$ cat config.mk
export PLATFORM = sky130hd
export DESIGN_NAME = noc_local_sink_flat
export DESIGN_NICKNAME = d
export VERILOG_FILES = /design/src/rtl/noc_local_sink_if.sv /design/src/rtl/noc_local_sink.sv /design/src/flat_wrapper.sv
export SDC_FILE = /design/constraint.sdc
export NUM_CORES = 1
export LEC_CHECK = 0
export ABC_CLOCK_PERIOD_IN_PS = 3300
export BUFFER_PORTS_ARGS = -buffer_cell sky130_fd_sc_hd__buf_2
export CORE_MARGIN = 1.5
export CORE_UTILIZATION = 59
export CTS_CLUSTER_SIZE = 10
export DETAILED_ROUTE_END_ITERATION = 10
export PLACE_DENSITY = 0.85
export SYNTH_ARGS = -nofsm -noshare
export SYNTH_HDL_FRONTEND = slang
export SYNTH_SLANG_ARGS = --single-unit
$ cat constraint.sdc
create_clock -name clk -period 3.3 [get_ports clk]
set_input_delay 0.33 -clock clk [delete_from_list [all_inputs] [get_ports clk]]
set_output_delay 0.33 -clock clk [all_outputs]
set_load 0.02 [all_outputs]
$ cat src/rtl/noc_local_sink_if.sv
// noc_local_sink_if: handshake bundle between router local ports, the sink and its consumer.
//   valid_i/data_i/ready_o/credit_upd : per-channel ingress from router local outputs
//   valid_o/data_o/ch_o/ready_i       : merged egress stream to the consumer
//   slave  : sink side (noc_local_sink)
//   master : router/consumer side (testbench or surrounding fabric)
interface noc_local_sink_if #(
  parameter int unsigned DW     = 16,
  parameter int unsigned NUM_CH = 4,
  parameter int unsigned CW     = 2
);
  logic [NUM_CH-1:0]    valid_i;
  logic [NUM_CH*DW-1:0] data_i;
  logic [NUM_CH-1:0]    ready_o;
  logic [NUM_CH-1:0]    credit_upd;
  logic                 valid_o;
  logic [DW-1:0]        data_o;
  logic [CW-1:0]        ch_o;
  logic                 ready_i;

  modport slave (
    input  valid_i, data_i, ready_i,
    output ready_o, credit_upd, valid_o, data_o, ch_o
  );

  modport master (
    output valid_i, data_i, ready_i,
    input  ready_o, credit_upd, valid_o, data_o, ch_o
  );
endinterface

$ cat src/rtl/noc_local_sink.sv
// noc_local_sink: multi-channel receive endpoint for router local output ports.
// Buffers flits per channel, merges channels round-robin (per flit or per packet),
// returns one credit pulse per consumed flit, counts accepted flits, flags overflow.
//   clk, rst   : single clock, synchronous active-high reset
//   bus        : noc_local_sink_if.slave (ingress handshakes, merged egress stream)
//   flit_cnt_o : per-channel accepted-flit counters, channel c at [c*CNT_W +: CNT_W]
//   err_ovf_o  : per-channel sticky flag, valid_i seen while that FIFO was full
module noc_local_sink #(
  parameter int unsigned DW       = 16,
  parameter int unsigned NUM_CH   = 4,
  parameter int unsigned DEPTH    = 4,
  parameter int unsigned PKT_MODE = 0,
  parameter int unsigned CNT_W    = 16
) (
  input  logic                      clk,
  input  logic                      rst,
  noc_local_sink_if.slave           bus,
  output logic [NUM_CH*CNT_W-1:0]   flit_cnt_o,
  output logic [NUM_CH-1:0]         err_ovf_o
);
  localparam int unsigned CW = (NUM_CH > 1) ? $clog2(NUM_CH) : 1;
  localparam int unsigned AW = $clog2(DEPTH);

  // S_ARB: free search; S_HOLD: stalled grant pinned; S_LOCK: packet grant pinned
  typedef enum logic [1:0] {S_ARB, S_HOLD, S_LOCK} state_t;
  state_t r_state, w_state_nxt;

  logic [DW-1:0]    r_mem [NUM_CH][DEPTH];
  logic [AW:0]      r_wp  [NUM_CH];
  logic [AW:0]      r_rp  [NUM_CH];
  logic [CNT_W-1:0] r_cnt [NUM_CH];
  logic [NUM_CH-1:0] r_ovf, r_credit;
  logic [NUM_CH-1:0] w_full, w_empty, w_push, w_pop;
  logic [DW-1:0]    w_head [NUM_CH];
  logic [CW-1:0]    r_p, w_p_nxt, r_gnt, w_gnt_nxt, w_g, w_srch_g, w_g_inc, r_last_ch;
  logic [DW-1:0]    r_last_data;
  logic             w_srch_hit, w_valid, w_fire;

  // FIFO status; pointers carry an extra wrap bit to tell full from empty
  always_comb begin
    w_empty = '0;
    w_full  = '0;
    w_push  = '0;
    for (int unsigned c = 0; c < NUM_CH; c++) begin
      w_empty[c] = (r_wp[c] == r_rp[c]);
      w_full[c]  = (r_wp[c][AW] != r_rp[c][AW]) && (r_wp[c][AW-1:0] == r_rp[c][AW-1:0]);
      w_head[c]  = r_mem[c][r_rp[c][AW-1:0]];
      w_push[c]  = bus.valid_i[c] && !w_full[c];
    end
  end

  always_comb begin
    w_pop = '0;
    for (int unsigned c = 0; c < NUM_CH; c++)
      w_pop[c] = w_fire && (w_g == CW'(c));
  end

  // Round-robin search starting at r_p, wrapping modulo NUM_CH
  always_comb begin
    int unsigned idx;
    idx        = 0;
    w_srch_hit = 1'b0;
    w_srch_g   = '0;
    for (int unsigned i = 0; i < NUM_CH; i++) begin
      idx = 32'(r_p) + i;
      if (idx >= NUM_CH) idx = idx - NUM_CH;
      if (!w_srch_hit && !w_empty[CW'(idx)]) begin
        w_srch_hit = 1'b1;
        w_srch_g   = CW'(idx);
      end
    end
  end

  always_comb begin
    w_state_nxt = r_state;
    w_gnt_nxt   = r_gnt;
    w_p_nxt     = r_p;
    w_g         = r_gnt;
    w_valid     = !w_empty[r_gnt];
    if (r_state == S_ARB) begin
      w_g     = w_srch_g;
      w_valid = w_srch_hit;
    end
    w_fire  = w_valid && bus.ready_i;
    w_g_inc = (w_g == CW'(NUM_CH - 1)) ? '0 : w_g + 1'b1;
    if (w_valid) w_gnt_nxt = w_g;
    if (w_fire) begin
      if (PKT_MODE != 0 && !w_head[w_g][DW-1]) begin
        w_state_nxt = S_LOCK;
      end else begin
        w_state_nxt = S_ARB;
        w_p_nxt     = w_g_inc;
      end
    end else if (w_valid && r_state == S_ARB) begin
      w_state_nxt = S_HOLD;
    end
  end

  always_ff @(posedge clk) begin
    if (rst) begin
      r_state <= S_ARB;
      r_p     <= '0;
      r_gnt   <= '0;
    end else begin
      r_state <= w_state_nxt;
      r_p     <= w_p_nxt;
      r_gnt   <= w_gnt_nxt;
    end
  end

  always_ff @(posedge clk) begin
    if (rst) begin
      r_credit    <= '0;
      r_last_data <= '0;
      r_last_ch   <= '0;
    end else begin
      r_credit <= '0;
      if (w_fire) r_credit[w_g] <= 1'b1;
      if (w_valid) begin
        r_last_data <= w_head[w_g];
        r_last_ch   <= w_g;
      end
    end
  end

  always_ff @(posedge clk) begin
    for (int unsigned c = 0; c < NUM_CH; c++) begin
      if (rst) begin
        r_wp[c]  <= '0;
        r_rp[c]  <= '0;
        r_cnt[c] <= '0;
        r_ovf[c] <= 1'b0;
      end else begin
        if (w_push[c]) begin
          r_wp[c]  <= r_wp[c] + 1'b1;
          r_cnt[c] <= r_cnt[c] + 1'b1;
        end
        if (w_pop[c]) r_rp[c] <= r_rp[c] + 1'b1;
        if (bus.valid_i[c] && w_full[c]) r_ovf[c] <= 1'b1;
      end
    end
  end

  always_ff @(posedge clk) begin
    for (int unsigned c = 0; c < NUM_CH; c++)
      if (w_push[c]) r_mem[c][r_wp[c][AW-1:0]] <= bus.data_i[c*DW +: DW];
  end

  always_comb begin
    flit_cnt_o = '0;
    for (int unsigned c = 0; c < NUM_CH; c++)
      flit_cnt_o[c*CNT_W +: CNT_W] = r_cnt[c];
  end

  assign err_ovf_o      = r_ovf;
  assign bus.ready_o    = ~w_full;
  assign bus.credit_upd = r_credit;
  assign bus.valid_o    = w_valid;
  assign bus.data_o     = w_valid ? w_head[w_g] : r_last_data;
  assign bus.ch_o       = w_valid ? w_g : r_last_ch;
endmodule
$ cat src/flat_wrapper.sv
// flat-port wrapper written by rule: the top's interface ports become plain ports
module noc_local_sink_flat 
#(
  parameter int unsigned DW       = 16,
  parameter int unsigned NUM_CH   = 4,
  parameter int unsigned DEPTH    = 4,
  parameter int unsigned PKT_MODE = 0,
  parameter int unsigned CNT_W    = 16
)
  (clk, rst, flit_cnt_o, err_ovf_o, bus_valid_i, bus_data_i, bus_ready_i, bus_ready_o, bus_credit_upd, bus_valid_o, bus_data_o, bus_ch_o);
  noc_local_sink_if #(.DW(DW), .NUM_CH(NUM_CH)) bus_i ();
  input  logic clk;
  input  logic rst;
  output logic [NUM_CH*CNT_W-1:0] flit_cnt_o;
  output logic [NUM_CH-1:0] err_ovf_o;
  input wire logic [$bits(bus_i.valid_i)-1:0] bus_valid_i;
  input wire logic [$bits(bus_i.data_i)-1:0] bus_data_i;
  input wire logic [$bits(bus_i.ready_i)-1:0] bus_ready_i;
  output wire logic [$bits(bus_i.ready_o)-1:0] bus_ready_o;
  output wire logic [$bits(bus_i.credit_upd)-1:0] bus_credit_upd;
  output wire logic [$bits(bus_i.valid_o)-1:0] bus_valid_o;
  output wire logic [$bits(bus_i.data_o)-1:0] bus_data_o;
  output wire logic [$bits(bus_i.ch_o)-1:0] bus_ch_o;
  assign bus_i.valid_i = bus_valid_i;
  assign bus_i.data_i = bus_data_i;
  assign bus_i.ready_i = bus_ready_i;
  assign bus_ready_o = bus_i.ready_o;
  assign bus_credit_upd = bus_i.credit_upd;
  assign bus_valid_o = bus_i.valid_o;
  assign bus_data_o = bus_i.data_o;
  assign bus_ch_o = bus_i.ch_o;
  noc_local_sink #(.DW(DW), .NUM_CH(NUM_CH), .DEPTH(DEPTH), .PKT_MODE(PKT_MODE), .CNT_W(CNT_W)) u_core (.clk(clk), .rst(rst), .bus(bus_i), .flit_cnt_o(flit_cnt_o), .err_ovf_o(err_ovf_o));
endmodule
### Word-level counts from Yosys, hierarchy flattened

Memory sizes are Yosys's and may differ from the RTL's.
Index checks and enable logic that the tools add are counted.

| storage, ports and cells | value |
|---|---|
| register bits after elaboration | 31 |
| RAM bits | 344 |
| output and inout port bits | 95 |
| word-level logic and storage cells | 230 |
| memories | 4 |

Memories:

| name | words | width | rd ports | clocked after Yosys merged registers in | write ports | line | text |
|---|---|---|---|---|---|---|---|
| u_core.r_mem | 4 | 64 | 4 | 0 | 4 | noc_local_sink.sv:28 | `logic [DW-1:0] r_mem [NUM_CH][DEPTH];` |
| u_core.r_cnt | 4 | 16 | 4 | 0 | 4 | noc_local_sink.sv:31 | `logic [CNT_W-1:0] r_cnt [NUM_CH];` |
| u_core.r_rp | 4 | 3 | 4 | 0 | 4 | noc_local_sink.sv:30 | `logic [AW:0] r_rp [NUM_CH];` |
| u_core.r_wp | 4 | 3 | 4 | 0 | 4 | noc_local_sink.sv:29 | `logic [AW:0] r_wp [NUM_CH];` |

| cells by class | value |
|---|---|
| add/sub/neg operators | 20 |
| order comparisons | 24 |
| equal/unequal tests | 15 |
| mux-type cells | 94 |
| bitwise operators | 23 |
| reductions and logical operators | 40 |

Operator list:

| kind | number |
|---|---|
| $mux 16 | 19 |
| $mux 64 | 4 |
| $bmux 16 s2 | 5 |
| $demux 16 s2 | 4 |
| $add 16x1->16 const B | 4 |
| $mux 1 | 37 |
| $ge 3x3->1 const B | 12 |
| $not 2->3 | 9 |
| $logic_and 1x1->1 | 26 |
| $add 3x1->3 const B | 8 |
| $mux 3 | 8 |
| $mux 2 | 11 |
| $lt 2x3->1 const B | 6 |
| $eq 3x3->1 | 4 |
| $lt 3x1->1 const B | 4 |
| $or 1x1->1 | 12 |
| $bmux 1 s2 | 5 |
| $logic_not 1->1 | 10 |
| $eq 2x2->1 | 4 |
| $sub 2x1->2 const B | 4 |
| $add 2x2->3 const B | 2 |
| $eq 2x2->1 const B | 2 |
| $logic_not 2->1 | 2 |
| $ne 1x1->1 | 4 |
| other kinds (9) | 10 |

### Longest topological paths before layout

| depth | value |
|---|---|
| depth in word-level cells | 21 |
| mapped depth | 11 |
| gate-level depth less buffers | 9 |

### Worst setup path after synthesis

OpenSTA, ideal clock, no wires.

| timing | value |
|---|---|
| path type | reg-to-output |
| start point | memory u_core.r_rp[1][0] in the netlist's numbering |
| end point | output port bus_data_o[10] |
| arrival | 2928 ps |
| required time | 2970 ps |
| setup slack | 42 ps |
| stages on the path, launching flop included | 11 |
| path buffers | 3 |
| cells stage by stage | edfxtp_1 buf_4 xnor2_1 nand3_1 a21oi_1 nor3_1 or3b_1 buf_2 buf_2 mux2i_1 a211oi_1 |

RTL lines:

| element | line | text |
|---|---|---|
| start, declared | noc_local_sink.sv:30 |  |
| end, declared | flat_wrapper.sv:22 | `output wire logic [$bits(bus_i.data_o)-1:0] bus_data_o;` |

==> reports/metrics.yaml <==
grt:
  grt_usage_pct: 26.59
  antenna_found_initial: 2
  grt-ovfl-total: 0
  grt_max_degree: 30
  grt_pass1_wl_um: 58360
  grt_pass1_vias: 10300
placed_design:
  dp_hpwl_um: 24230
  globalplace.congestion: 0.8572
  numPortBuffers: 165
  dp_cells: 1579
  dp_slack_ns: 0.04010
outcome:
  violations: "negative setup slack"
  status: "finished with violations"
clocking:
  clock_latency_ns: 0.54
  h-tree-depth: 2
  cts_buffers: 43
  cts_sinks: 375
  root_buffer: "clkbuf_16"
  clkTransAtPathRegs_ns: 0.05
  cts_tree: "yes"
  cts_max_path_buffers: 3
logic_synthesis:
  synth_edf_count: 344
  synth_area_leader_cell: "edfxtp_1"
  netlist_area_sq_um: 16400
  yosys-top-cells-area: "edfxtp_1 (63%), mux4_2 (8.9%), dfxtp_1 (3.8%)"
  syn_inst: 1067
  ys_warn_count: 0
  ys.flop_type: "edfxtp_1"
  ys_types: 50
  ys_ff_latch: 375
  synth_most_common_cell: "edfxtp_1"
  syn-num-nets: 1163
  synth_top_area_share_pct: 62.97
  synthArstFlopShare_pct: 0
  synth.avg_cell_area_sq_um: 15.37
  ys_seq_area_share_pct: 66.75
  synth_common_cells: "edfxtp_1 (344), nor2_1 (118), mux4_2 (65)"
floorplanning:
  core_area_sq_um: 27100
  io_pins: 166
  dieHeight_um: 169.7
  start_util_pct: 60.53
  die_x_um: 169.7
  dieArea_sq_um: 28810
  fp-row-count: 60
worst_setup_path:
  cpMaxStageDelayCell: "or4_4"
  crit_type: "reg2out"
  slowest_delay_ns: 0.54
  crit_chain: "xor2_2, or3_4, or4_4, mux2_4, and2_4, buf_4, a211oi_4, buf_6"
  start_kind: "flip-flop"
  r2r_start: "u_core.r_rp[0][2]$_SDFFCE_PN0P_"
  critPathMaxFanout: 6
  cp-end-kind: "primary output"
  crit_required_ns: 2.97
  cp-startpoint: "u_core.r_rp[0][2]$_SDFFCE_PN0P_"
  worstPathArrival_ns: 3.35
cells_and_area:
  layout-drive-gt1-share_pct: 32.22
  fin_cells: 1691
  syn2layout_area_growth_pct: 19.88
  nNetsFinal: 1378
  fin_util_pct: 72.56
power:
  leakage_nw: 7.133
  ir_drop_mv: 0.5897
  powerDensity_nw_per_um2: 837.6
  power.total_w: 0.01647
timing:
  worst_pin_slew_ns: 0.9117
  fin_crit_ns: 3.675
  post-route-period-util_pct: 111.4
  drv_slew: 0
  relSlewSlack_pct: 39.22
  fin_skew_ns: 0.01627
  tns_ns: -5.575
  setup_ws_ns: -0.3752
  final-hold-violation-count: 0
  setup_viol: 18
  fmax_mhz: 272.1
  rsz0062_at_grt: "true"
routing:
  drt_pass1_iterations: 6
  post-route-drc-count: 0
  avgViaCountPerCell: 6.226
  ant_nets: 0
  wl_per_cell_um: 22.74
  wirelength_um: 38450
  vias: 10529
  drt_iter0_drc: 1100
worst_hold_path:
  hp-class: "in2reg"
  min_from: "bus_data_i[0]"
job:
  maxCapViolations: 0
==> placed cells by master (no fill, tap or decap), types with 5 or more instances in the layout <==
cell type    n
clkbuf_16   43
and2_1       9
inv_1       19
a21oi_1     19
o21ai_0     17
xor2_2       5
a211oi_4     5
clkbuf_1    33
nor2b_1     17
mux2i_2      7
dfxtp_1     31
nor3_1       7
nand3_1     57
buf_6       12
nand2_1     28
nor3_2      13
buf_2      148
xor2_1      34
a221o_1     16
a2111oi_2   15
o21a_1      16
and3_1      42
nor2_1     107
buf_4       54
mux2i_1     10
mux4_2      65
xnor2_1     31
ha_1        25
a211oi_2    11
nor2_2      10
edfxtp_1   344
==> flip-flops by register name, indices dropped and copies added, names as in the netlist <==
| register | count |
|---|---|
| u_core.r_mem | 256 |
| u_core.r_cnt | 64 |
| u_core.r_last_data | 16 |
| u_core.r_rp | 12 |
| u_core.r_wp | 12 |
| u_core.bus.credit_upd | 4 |
| u_core.err_ovf_o | 4 |
| u_core.r_gnt | 2 |
| u_core.r_last_ch | 2 |
| u_core.r_p | 2 |
| u_core.r_state | 1 |
==> worst max-delay path: cells and delay by family (launching register included) <==
kind                   cells  cell delay (ns)
AND/OR/NAND/NOR            3             1.16
flip-flops                 1             0.48
multiplexers               1             0.36
buffers and inverters      2             0.31
AO/OA/AOI/OAI              1             0.26
XOR/XNOR                   1             0.24
==> area by class of cell <==
| type | instances | area [sq um] |
|---|---|---|
| Fill cell | 1647 | 7436 |
| Timing Repair Buffer | 220 | 1356 |
| Antenna cell | 3 | 7.507 |
| Inverter | 21 | 82.58 |
| Multi-Input combinational cell | 621 | 5557 |
| Sequential cell | 375 | 10950 |
| Clock buffer | 77 | 1214 |
| Clock inverter | 2 | 32.53 |
| Tap cell | 372 | 465.4 |
==> where the power goes <==
part	internal, W	switching, W	leakage [nW]
Sequential	0.00588	0.000393	3.56
Clock	0.00248	0.00179	0.590
Combinational	0.00247	0.00346	2.98
Total	0.0108	0.00564	7.13
==> path summary, 6_finish.rpt <==
| path | endpoint | slack [ns] | cells past startpoint |
|---|---|---|---|
| setup / recovery | bus_data_o[12] | -0.38 | 8 |
| hold / removal | u_core.r_mem[0][0]$_DFFE_PP_ | 0.01 | 1 |
| setup reg to reg | u_core.r_rp[3][1]$_SDFFCE_PN0P_ | 0.03 | 10 |
| hold reg to reg | u_core.err_ovf_o[3]$_SDFFE_PP0P_ | 0.46 | 2 |
==> per-stage QoR <==
| stage | hold slack, ns | instance area (sq um) |
|---|---|---|
| 2_1_floorplan | 0.4289 | 16400 |
| 3_3_place_gp | 0.4500 | 17660 |
| 3_5_place_dp | 0.4481 | 17660 |
| 4_1_cts | 0.001082 | 19300 |
| 5_1_grt | 0.005963 | 19660 |
| 6_report | 0.009648 | 19670 |
==> what timing repair did <==
item	in CTS	in global routing
setup endpoints to repair	17	19
resized for setup	57	58
pin swaps	9	9
hold buffers	4	0
hold endpoints to repair	13	0
buffers inserted	13	9
cloned	3	1
==> per-layer routing <==
metal / vias up / GRT usage (%) / part of all wire (%)
li1: 4543 / - / -
met1: 5295 / 35.81 / 39
met2: 584 / 44.08 / 50
met3: 107 / 4.571 / 7.6
met4: 0 / 9.542 / 3.3
met5: - / 0 / 0
==> kinds of logic after synthesis <==
logic type,share of synthesized area [%]
compound gates,5.721
mux,10.12
buf+inv,2.059
xor+xnor,4.050
fa+ha+maj,1.907
flops,66.75
simple gates,9.389
Power figures use the tool's default switching activity.
